### config.mk
export PLATFORM = sky130hd
export DESIGN_NAME = serial_add_ctrl
export DESIGN_NICKNAME = d
export VERILOG_FILES = /design/src/rtl/serial_add_ctrl.sv
export SDC_FILE = /design/constraint.sdc
export NUM_CORES = 1
export LEC_CHECK = 0
export BUFFER_PORTS_ARGS = -buffer_cell sky130_fd_sc_hd__buf_2
export CAP_MARGIN = 10
export CELL_PAD_IN_SITES_DETAIL_PLACEMENT = 1
export CELL_PAD_IN_SITES_GLOBAL_PLACEMENT = 1
export CORE_AREA = 2 2 78 80
export DETAILED_ROUTE_END_ITERATION = 10
export DIE_AREA = 0 0 80 82
export GPL_TIMING_DRIVEN = 0
export MAX_ROUTING_LAYER = met4
export PLACE_DENSITY = 0.71
export SKIP_CTS_REPAIR_TIMING = 1
export SYNTH_ARGS = -nofsm -noshare
export SYNTH_HDL_FRONTEND = slang
export SYNTH_SLANG_ARGS = --single-unit
export TNS_END_PERCENT = 20
### constraint.sdc
create_clock -name Clock -period 1.7 [get_ports Clock]
set_clock_uncertainty 0.1 [all_clocks]
set_input_delay 0.34 -clock Clock [delete_from_list [all_inputs] [get_ports Clock]]
set_output_delay 0.34 -clock Clock [all_outputs]
set_load 0.01 [all_outputs]
### src/rtl/serial_add_ctrl.sv
// Bit-serial add sequencer driving a registered full adder, one bit pair per LAT+1-cycle slot, LSB first.
// Latency: done pulses in the cycle after accept edge + WIDTH*(LAT+1) (24 cycles for 8/2).
// Backpressure: none; start is only sampled in IDLE, so requests while busy or scanning are dropped.
module serial_add_ctrl #(
    parameter int WIDTH = 8,
    parameter int LAT   = 2
) (
    input  logic             Clock,
    input  logic             Reset_n,
    input  logic             start,
    input  logic [WIDTH-1:0] op_a,
    input  logic [WIDTH-1:0] op_b,
    input  logic             carry_in,
    input  logic             scan_mode,
    output logic             busy,
    output logic             done,
    output logic [WIDTH-1:0] sum,
    output logic             carry_out,
    output logic             add_a,
    output logic             add_b,
    output logic             add_c,
    output logic             add_cg_en,
    output logic             add_scan_en,
    input  logic             add_sum,
    input  logic             add_carry
);

    localparam int SW = (LAT < 1) ? 1 : $clog2(LAT + 1);
    localparam int IW = (WIDTH < 2) ? 1 : $clog2(WIDTH);
    localparam logic [SW-1:0] SLOT_LAST = SW'(LAT);
    localparam logic [IW-1:0] BIT_LAST  = IW'(WIDTH - 1);

    typedef enum logic [1:0] {
        IDLE = 2'd0,
        RUN  = 2'd1,
        SCAN = 2'd2
    } state_t;

    state_t           state_q, state_d;
    logic [IW-1:0]    bit_idx_q, bit_idx_d;
    logic [SW-1:0]    slot_q, slot_d;
    logic [WIDTH-1:0] op_a_q, op_a_d;
    logic [WIDTH-1:0] op_b_q, op_b_d;
    logic [WIDTH-1:0] acc_q, acc_d;
    logic [WIDTH-1:0] sum_q, sum_d;
    logic             carry_out_q, carry_out_d;
    logic             busy_q, busy_d;
    logic             done_q, done_d;
    logic             add_a_q, add_a_d;
    logic             add_b_q, add_b_d;
    logic             add_c_q, add_c_d;
    logic             add_cg_en_q, add_cg_en_d;
    logic             add_scan_en_q, add_scan_en_d;
    logic [IW-1:0]    bit_idx_nxt;

    assign bit_idx_nxt = bit_idx_q + IW'(1);

    always_comb begin
        state_d       = state_q;
        bit_idx_d     = bit_idx_q;
        slot_d        = slot_q;
        op_a_d        = op_a_q;
        op_b_d        = op_b_q;
        acc_d         = acc_q;
        sum_d         = sum_q;
        carry_out_d   = carry_out_q;
        busy_d        = busy_q;
        done_d        = 1'b0;
        add_a_d       = add_a_q;
        add_b_d       = add_b_q;
        add_c_d       = add_c_q;
        add_cg_en_d   = add_cg_en_q;
        add_scan_en_d = add_scan_en_q;

        case (state_q)
            IDLE: begin
                if (scan_mode) begin
                    state_d       = SCAN;
                    add_cg_en_d   = 1'b1;
                    add_scan_en_d = 1'b1;
                    add_a_d       = 1'b0;
                    add_b_d       = 1'b0;
                    add_c_d       = 1'b0;
                end else if (start) begin
                    state_d     = RUN;
                    op_a_d      = op_a;
                    op_b_d      = op_b;
                    add_a_d     = op_a[0];
                    add_b_d     = op_b[0];
                    add_c_d     = carry_in;
                    add_cg_en_d = 1'b1;
                    busy_d      = 1'b1;
                    bit_idx_d   = '0;
                    slot_d      = '0;
                end
            end
            RUN: begin
                if (scan_mode) begin
                    // Abort: the partial result in acc_q is simply dropped.
                    state_d       = SCAN;
                    busy_d        = 1'b0;
                    add_cg_en_d   = 1'b1;
                    add_scan_en_d = 1'b1;
                    add_a_d       = 1'b0;
                    add_b_d       = 1'b0;
                    add_c_d       = 1'b0;
                end else if (slot_q == SLOT_LAST) begin
                    acc_d[bit_idx_q] = add_sum;
                    if (bit_idx_q != BIT_LAST) begin
                        bit_idx_d = bit_idx_nxt;
                        slot_d    = '0;
                        add_a_d   = op_a_q[bit_idx_nxt];
                        add_b_d   = op_b_q[bit_idx_nxt];
                        add_c_d   = add_carry;
                    end else begin
                        state_d     = IDLE;
                        sum_d       = acc_d;
                        carry_out_d = add_carry;
                        done_d      = 1'b1;
                        busy_d      = 1'b0;
                        add_cg_en_d = 1'b0;
                    end
                end else begin
                    slot_d = slot_q + SW'(1);
                end
            end
            SCAN: begin
                if (!scan_mode) begin
                    state_d       = IDLE;
                    add_cg_en_d   = 1'b0;
                    add_scan_en_d = 1'b0;
                end
            end
            default: state_d = IDLE;
        endcase
    end

    always_ff @(posedge Clock or negedge Reset_n) begin
        if (!Reset_n) begin
            state_q       <= IDLE;
            bit_idx_q     <= '0;
            slot_q        <= '0;
            op_a_q        <= '0;
            op_b_q        <= '0;
            acc_q         <= '0;
            sum_q         <= '0;
            carry_out_q   <= 1'b0;
            busy_q        <= 1'b0;
            done_q        <= 1'b0;
            add_a_q       <= 1'b0;
            add_b_q       <= 1'b0;
            add_c_q       <= 1'b0;
            add_cg_en_q   <= 1'b0;
            add_scan_en_q <= 1'b0;
        end else begin
            state_q       <= state_d;
            bit_idx_q     <= bit_idx_d;
            slot_q        <= slot_d;
            op_a_q        <= op_a_d;
            op_b_q        <= op_b_d;
            acc_q         <= acc_d;
            sum_q         <= sum_d;
            carry_out_q   <= carry_out_d;
            busy_q        <= busy_d;
            done_q        <= done_d;
            add_a_q       <= add_a_d;
            add_b_q       <= add_b_d;
            add_c_q       <= add_c_d;
            add_cg_en_q   <= add_cg_en_d;
            add_scan_en_q <= add_scan_en_d;
        end
    end

    assign busy        = busy_q;
    assign done        = done_q;
    assign sum         = sum_q;
    assign carry_out   = carry_out_q;
    assign add_a       = add_a_q;
    assign add_b       = add_b_q;
    assign add_c       = add_c_q;
    assign add_cg_en   = add_cg_en_q;
    assign add_scan_en = add_scan_en_q;

endmodule

==> results.json, run 1 <==
{
  "yosys_register_bits": 47,
  "die_width_um": 80,
  "synth_sequential_area_ratio": 0.536,
  "met2_wirelength_um": 2320,
  "routed_wire_length_per_instance_um": 15.1,
  "asyncSetResetFlopFracSynth": 1.00,
  "tightest_slew_ns": 1.06,
  "grt_first_pass_wirelength_um": 7550,
  "timing.final.setup_violations": 3,
  "ioPinCount": 39,
  "drt_pass1_iterations": 4,
  "drt_iter0_drc": 57,
  "synth_warnings": 0,
  "syn-num-nets": 209,
  "ys_top_cells_by_count": "sky130_fd_sc_hd__dfrtp_1 (47), sky130_fd_sc_hd__nand2_1 (26), sky130_fd_sc_hd__o21ai_0 (21)",
  "cts_buffer_depth": 2,
  "netlist_top_cells_area": "sky130_fd_sc_hd__dfrtp_1 (54%), sky130_fd_sc_hd__mux2i_1 (5.5%), sky130_fd_sc_hd__mux2_1 (5.1%), sky130_fd_sc_hd__mux4_1 (4.8%), sky130_fd_sc_hd__o21ai_0 (4.8%)",
  "setup.worst_path.end_class": "flop",
  "globalRouteOverflowTotal": 0,
  "cp.arrival_ns": 2.05,
  "maxCapViolations": 0,
  "die-height_um": 82,
  "slowest_delay_ns": 0.53,
  "vdd_ir_drop_max_mv": 0.391,
  "routed_via_density": 5.02,
  "synth_compound_gate_area_share": 0.0958,
  "total_length_of_routed_met3_wires_um": 157,
  "clock_tree_from_tritoncts": "yes",
  "outcome": "finished, violations left",
  "timing_max_transition_violations_final": 0,
  "synth_top_area_frac": 0.536,
  "syn_area_mm2": 0.00219,
  "path_cells": "ha_4, mux4_2, mux2i_2, a211oi_2, a21o_1",
  "leakage_power_nw": 1.24,
  "antenna_cells": 0,
  "routed_wirelength_um": 4630,
  "fmaxAchievable_ghz": 0.511,
  "edff_count_synth": 0,
  "synthDominantAreaCellType": "sky130_fd_sc_hd__dfrtp_1",
  "cts.sinks": 47,
  "path_clk_slew_ns": 0.09,
  "post-dp-hpwl_um": 3220,
  "worst_slew_margin_rel": 0.293,
  "gp_congestion": 0.730,
  "antenna_left": 0,
  "final_layout_size_suffix_gt1_frac": 0.358,
  "final.period_utilization": 1.15,
  "final.setup.tns_ns": -0.422,
  "htree_levels": 2,
  "netlist_instances": 184,
  "worstPathMaxFanout": 5,
  "yosys_cell_types": 39,
  "syn_avg_cell_area_um2": 11.9,
  "required_ns": 1.80,
  "post-route-drc-count": 0,
  "numPortBuffers": 36,
  "num_vias": 1540,
  "clk-insertion-delay-late_ns": 0.30,
  "min_path_type": "input pin to asynchronous set/reset pin",
  "yosys-mux-area-fraction": 0.190,
  "finalCriticalPeriod_ns": 1.96,
  "tritoncts.num_buffers": 5,
  "wirelength_met1_um": 2050,
  "violations": "negative setup slack",
  "rows": 28,
  "syn_to_final_growth_pct": 22.3,
  "postLayoutSetupSlackWorst_ns": -0.256,
  "core-area_mm2": 0.00575,
  "vias_in_the_first_global_route": 1629,
  "maxUsedRoutingLayer": "met4",
  "synthFlopType": "sky130_fd_sc_hd__dfrtp_1",
  "share_of_synthesized_cell_area_in_full_adder_half_adder_and_majority_cells": 0.0114,
  "grt_max_degree": 48,
  "clk_root_buffer_cell": "sky130_fd_sc_hd__clkbuf_8",
  "post_synth_and_or_nand_nor_area_fraction": 0.115,
  "max_stage_delay_cell_worst_path": "sky130_fd_sc_hd__mux4_2",
  "post-synth-top-count-cell": "sky130_fd_sc_hd__dfrtp_1",
  "critical_path.startpoint_type": "flop",
  "final_nets": 256,
  "hold_viol_final": 0,
  "initial_core_util": 0.382,
  "die_area_mm2": 0.00656,
  "rsz0062_at_grt": "true",
  "grt_antenna_before_repair": 0,
  "fillCellCount": 655,
  "setup.worst_path.class": "flop to flop",
  "totalPowerFinal_mw": 2.46,
  "synth_top_family_by_area": "multiplexers",
  "power-per-cell-area_mw_per_mm2": 919,
  "grt_use_total": 0.153,
  "synthXorXnorAreaFrac": 0
}
## area by class of cell
| cell class | count | area [µm²] | area share |
|---|---|---|---|
| sequential | 47 | 1180 | 0.439 |
| multi-input combinational | 121 | 978 | 0.365 |
| timing repair buffer | 41 | 218 | 0.0812 |
| clock buffer | 7 | 96.3 | 0.0359 |
| buffer | 11 | 96.3 | 0.0359 |
| tap | 75 | 93.8 | 0.0350 |
| inverter | 4 | 15.0 | 0.00560 |
| clock inverter | 1 | 7.51 | 0.00280 |
## registers in the layout, summed over array words and instances, names as in the netlist, 2 cells and up
| register | count |
|---|---|
| op_b_q | 8 |
| sum | 8 |
| acc_q | 8 |
| state_q | 2 |
| bit_idx_q | 3 |
| op_a_q | 8 |
| slot_q | 2 |
## logic make-up after synthesis
logic type,Yosys count
muxes,33
DFF,47
AOI/OAI and AO/OA,36
buffers and inverters,16
adders and majority gates,2
and+or+nand+nor,50
## path summary, 6_finish.rpt
kind / startpoint / slack [ns] / cells after the start / endpoint
min in group Clock: op_a[6] / 0.15 / 2 / op_a_q[6]
worst max-delay path: bit_idx_q[0] / -0.26 / 5 / add_a
worst min-delay path: Reset_n / 0.13 / 1 / sum[7]
max in group asynchronous: Reset_n / 0.67 / 1 / state_q[1]
worst max register to register: bit_idx_q[0] / -0.26 / 5 / add_a
worst min register to register: sum[3] / 0.38 / 2 / sum[3]
## critical path, delay by kind of cell (launching register included)
| family | cells | cell delay, ns |
|---|---|---|
| AO/OA/AOI/OAI | 2 | 0.26 |
| adder cells (fa/ha/maj) | 1 | 0.34 |
| multiplexers | 2 | 0.74 |
| flip-flops | 1 | 0.42 |
## power breakdown
| part | switching (mW) | total, mW | internal (mW) |
|---|---|---|---|
| Combinational | 0.176 | 0.396 | 0.220 |
| Clock | 0.391 | 0.762 | 0.371 |
| Sequential | 0.0697 | 1.31 | 1.24 |
## per-layer routing
metal	vias to the layer above	GRT usage
met2	30	0.250
met1	763	0.190
met4	0	0.0525
li1	739	-
met5	-	-
met3	8	0.0330
## placed cells by master (no fill, tap or decap), drive strengths merged, types with 3 or more instances in the layout
cell type / instances
a21o: 3
buf: 47
clkbuf: 12
dfrtp: 47
inv: 4
mux2: 17
mux2i: 12
mux4: 4
nand2: 26
nand3: 3
nor2: 6
nor3b: 3
o21ai: 23
## through the flow
stage / cells / utilization / worst slack (ns) / instance area (µm²) / hold slack, ns
after CTS: 303 / 0.445 / -0.383 / 2560 / 0.147
after global placement: 295 / 0.427 / -0.262 / 2450 / 0.360
after global routing: 307 / 0.467 / -0.310 / 2680 / 0.151
after detailed placement: 295 / 0.427 / -0.347 / 2450 / 0.368
after floorplan: 184 / - / -0.144 / 2180 / -0.0556
final: 307 / 0.467 / -0.256 / 2680 / 0.125
Power figures use the tool's default switching activity.
==> run 2, diff against run 1 <==
==> constraint.sdc (replaced) <==
create_clock -name Clock -period 1.7 [get_ports Clock]
set_clock_uncertainty 0.1 [all_clocks]
set_input_delay 0.085 -clock Clock [delete_from_list [all_inputs] [get_ports Clock]]
set_output_delay 0.085 -clock Clock [all_outputs]
set_load 0.01 [all_outputs]
==> run 2 against run 1 <==
- the flow finishes with violations (negative hold slack, negative setup slack)
- clock-buffer cell count unchanged
- via count is 5.8% higher
- critical path depth stayed put
- critical path type unchanged
- critical endpoint unchanged
==> results.json, run 2 (synthesized netlist as in run 1, its figures left out) <==
{
  "worst_slack_after_detailed_placement_ns": -0.347,
  "antenna_left": 0,
  "grt_max_degree": 48,
  "maxCapViolations": 0,
  "vdd_ir_drop_max_mv": 0.407,
  "routed_wire_length_per_instance_um": 15.4,
  "mostFrequentLayoutCell": "sky130_fd_sc_hd__dfrtp_1",
  "ioPinCount": 39,
  "r2r.worst_path.cells": 5,
  "worstPathMaxFanout": 5,
  "globalRouteOverflowTotal": 0,
  "critical_path.top_delay_family": "multiplexers",
  "post-route-drc-count": 0,
  "required_ns": 1.80,
  "cts.sinks": 47,
  "outcome": "finished, violations left",
  "finalInstanceArea_mm2": 0.00286,
  "path_clk_slew_ns": 0.09,
  "crit_cells": 5,
  "tritoncts.num_buffers": 5,
  "antenna_cells": 0,
  "cp.arrival_ns": 2.05,
  "min_path_type": "input pin to flop",
  "power-per-cell-area_mw_per_mm2": 874,
  "final_core_util": 0.498,
  "worst_slew_margin_rel": 0.285,
  "totalPowerFinal_mw": 2.50,
  "share_of_power_burned_in_registers": 0.522,
  "core-area_mm2": 0.00575,
  "initial_core_util": 0.382,
  "path_cells": "ha_4, mux4_2, mux2i_2, a211oi_2, a21o_1",
  "final_layout_size_suffix_gt1_frac": 0.332,
  "setup.worst_path.class": "flop to flop",
  "die_area_mm2": 0.00656,
  "rsz0062_at_grt": "true",
  "routed_via_density": 5.01,
  "critical_path.startpoint_type": "flop",
  "routed_wirelength_um": 4990,
  "vias_in_the_first_global_route": 1629,
  "clk_root_buffer_cell": "sky130_fd_sc_hd__clkbuf_8",
  "timing.final.setup_violations": 3,
  "min_delay_path_depth": 2,
  "die_width_um": 80,
  "cts_buffer_depth": 2,
  "power.net_switching_mw": 0.646,
  "die-height_um": 82,
  "fmaxAchievable_ghz": 0.513,
  "stdcell_count": 325,
  "p_clk_frac": 0.305,
  "final.period_utilization": 1.15,
  "timing.critical_path.buf_inv": 0,
  "max_stage_delay_cell_worst_path": "sky130_fd_sc_hd__mux4_2",
  "numPortBuffers": 36,
  "finalCriticalPeriod_ns": 1.95,
  "htree_levels": 2,
  "power_frac_comb": 0.172,
  "num_vias": 1629,
  "violations": "negative hold slack, negative setup slack",
  "hold_viol_final": 2,
  "setup.worst_path.end_class": "flop",
  "grt_first_pass_wirelength_um": 7550,
  "post-dp-hpwl_um": 3220,
  "placed_cells": 295,
  "timing_max_transition_violations_final": 0,
  "fin_worst_hold_slack_ns": -0.0124,
  "clock_tree_from_tritoncts": "yes",
  "final.setup.tns_ns": -0.420,
  "final_nets": 274,
  "postLayoutSetupSlackWorst_ns": -0.249,
  "syn_to_final_growth_pct": 30.5,
  "power.internal_mw": 1.86,
  "drt_pass1_iterations": 4,
  "netSwitchingFraction": 0.258,
  "drt_iter0_drc": 51,
  "dpl-instance-area_mm2": 0.00245,
  "clk-insertion-delay-late_ns": 0.30,
  "most-common-layout-cells": "sky130_fd_sc_hd__dfrtp_1 (46), sky130_fd_sc_hd__buf_2 (37), sky130_fd_sc_hd__nand2_1 (25)",
  "slowest_delay_ns": 0.53,
  "leakage_power_nw": 1.32,
  "gp_congestion": 0.730,
  "grt_use_total": 0.153,
  "grt_antenna_before_repair": 0,
  "rows": 28,
  "tightest_slew_ns": 1.07
}
==> run 2: power groups by stage <==
stage          clock network [mW]  registers [mW]  logic, mW
2_1_floorplan                   0            1.31      0.250
3_3_place_gp                    0            1.32      0.351
3_5_place_dp                    0            1.33      0.369
4_1_cts                     0.777            1.31      0.370
5_1_grt                     0.826            1.33      0.475
6_report                    0.764            1.31      0.431
==> run 2: final timing paths <==
check                              from  slack (ns)         end
max                        bit_idx_q[0]       -0.25       add_a
min                           scan_mode       -0.01  state_q[1]
max reg2reg                bit_idx_q[0]       -0.25       add_a
min reg2reg                       add_a        0.38       add_a
max in group asynchronous       Reset_n        0.36  state_q[1]
min in group asynchronous       Reset_n        0.42      sum[5]
==> run 2: layout make-up <==
class	instances	area [µm²]
Fill cell	646	2880
Sequential cell	47	1180
Multi-Input combinational cell	121	978
Timing Repair Buffer	59	398
Clock buffer	7	96.3
Buffer	11	96.3
Tap cell	75	93.8
Inverter	4	15.0
Clock inverter	1	7.51
==> run 2: worst register-to-register path, delay by kind of cell, from the launching register on <==
kind / cells / cell delay [ns]
mux: 2 / 0.73
compound gates: 2 / 0.26
fa+ha+maj: 1 / 0.34
flops: 1 / 0.42
==> run 2: routing by layer <==
layer / part of all wire / up-vias / track usage
met5: 0 / - / -
met2: 0.52 / 30 / 0.250
met4: 0.017 / 0 / 0.0525
met1: 0.43 / 815 / 0.190
met3: 0.030 / 8 / 0.0330
li1: - / 776 / -
==> run 3, diff against run 2 <==
CORE_AREA = 2 2 72 74   (was 2 2 78 80)
DIE_AREA = 0 0 74 76   (was 0 0 80 82)
PLACE_DENSITY = 0.79   (was 0.71)
clock period = 2.4 ns   (was 1.7 ns; I/O delays follow)
==> run 3 against run 2 <==
- the flow now finishes without violations
- clock-buffer cell count down 1
- global-route usage up 2.5 points
- combinational power down 37%
- largest power group unchanged
==> results.json, run 3 (synthesized netlist as in run 1, its figures left out) <==
{
  "outcome": "finished, final reports clean",
  "final_layout_size_suffix_gt1_frac": 0.250,
  "num_vias": 1567,
  "final.period_utilization": 0.859,
  "leakage_power_nw": 1.28,
  "clock_tree_from_tritoncts": "yes",
  "routed_wire_length_per_instance_um": 15.0,
  "numPortBuffers": 36,
  "path_clk_slew_ns": 0.08,
  "ioPinCount": 39,
  "critical_path.startpoint_type": "flop",
  "final_nets": 270,
  "worstPathMaxFanout": 5,
  "antenna_cells": 0,
  "timing_max_transition_violations_final": 0,
  "clk-insertion-delay-late_ns": 0.29,
  "rows": 26,
  "die_width_um": 74,
  "grt_max_degree": 48,
  "clk_root_buffer_cell": "sky130_fd_sc_hd__clkbuf_8",
  "final.setup.tns_ns": 0,
  "fmaxAchievable_ghz": 0.485,
  "die-height_um": 76,
  "worst_slack_after_detailed_placement_ns": 0.334,
  "syn_to_final_growth_pct": 23.7,
  "fin_worst_hold_slack_ns": 0.0324,
  "setup.worst_path.class": "flop to flop",
  "worst_slew_margin_rel": 0.317,
  "cp.arrival_ns": 2.15,
  "tightest_slew_ns": 1.02,
  "postLayoutSetupSlackWorst_ns": 0.338,
  "htree_levels": 2,
  "vias_in_the_first_global_route": 1614,
  "timing.final.setup_violations": 0,
  "setup.worst_path.end_class": "flop",
  "stdcell_count": 314,
  "cts_buffer_depth": 2,
  "grt_use_total": 0.178,
  "finalCriticalPeriod_ns": 2.06,
  "required_ns": 2.49,
  "core-area_mm2": 0.00491,
  "tritoncts.num_buffers": 5,
  "maxCapViolations": 0,
  "initial_core_util": 0.447,
  "rsz0062_at_grt": "false",
  "gp_congestion": 0.736,
  "drt_pass1_iterations": 4,
  "drt_iter0_drc": 59,
  "antenna_left": 0,
  "mostFrequentLayoutCell": "sky130_fd_sc_hd__dfrtp_1",
  "routed_via_density": 4.99,
  "routed_wirelength_um": 4700,
  "die_area_mm2": 0.00562,
  "placed_cells": 290,
  "cts.sinks": 47,
  "hold_viol_final": 0,
  "post-dp-hpwl_um": 3290,
  "min_path_type": "input pin to flop",
  "post-route-drc-count": 0,
  "grt_antenna_before_repair": 0,
  "most-common-layout-cells": "sky130_fd_sc_hd__dfrtp_1 (47), sky130_fd_sc_hd__buf_2 (39), sky130_fd_sc_hd__nand2_1 (26)",
  "globalRouteOverflowTotal": 0,
  "power-per-cell-area_mw_per_mm2": 600,
  "vdd_ir_drop_max_mv": 0.456,
  "grt_first_pass_wirelength_um": 7530
}
run 3: area by class of cell:
class | count | area [µm²]
repair buffers | 54 | 360
clock buffers | 6 | 72.6
plain buffers | 12 | 97.6
fillers | 517 | 2200
inverters | 4 | 15.0
flip-flops and latches | 47 | 1180
well taps | 70 | 87.6
multi-input cells | 121 | 905
run 3: power breakdown:
group	total, mW	leakage, nW	internal (mW)	switching, mW
registers	0.925	0.607	0.877	0.0488
logic	0.272	0.640	0.157	0.115
clock network	0.430	0.0371	0.194	0.236
run 3: critical path, cell delays in order, from the launching register on:
cell and delay, ns:
sky130_fd_sc_hd__dfrtp_1 0.43, sky130_fd_sc_hd__ha_1 0.32, sky130_fd_sc_hd__buf_6 0.12, sky130_fd_sc_hd__mux4_1 0.56
sky130_fd_sc_hd__mux2i_1 0.15, sky130_fd_sc_hd__a211oi_1 0.11, sky130_fd_sc_hd__a21o_1 0.17
run 3: metrics by stage:
step           area (µm²)  power, mW   util
6_report             2710       1.63  0.552
5_1_grt              2710       1.72  0.552
4_1_cts              2530       1.63  0.516
3_5_place_dp         2460       1.20  0.501
3_3_place_gp         2460       1.18  0.501
2_1_floorplan        2190       1.10      -
run 3: path summary, 6_finish.rpt:
kind                       cells after the start          from  slack (ns)   endpoint
max                                            6  bit_idx_q[0]        0.34      add_a
min                                            3         start        0.03       busy
max reg2reg                                    6  bit_idx_q[0]        0.34      add_a
min reg2reg                                    2        sum[7]        0.38     sum[7]
max in group asynchronous                      2       Reset_n        1.11  op_a_q[1]
min in group asynchronous                      2       Reset_n        0.45   acc_q[7]
run 3: metal layers:
layer,global-route usage,up-vias,wire [µm]
li1,-,770,-
met1,0.223,764,2050
met2,0.289,28,2510
met3,0.0437,5,107
met4,0.0436,0,38
met5,-,-,0
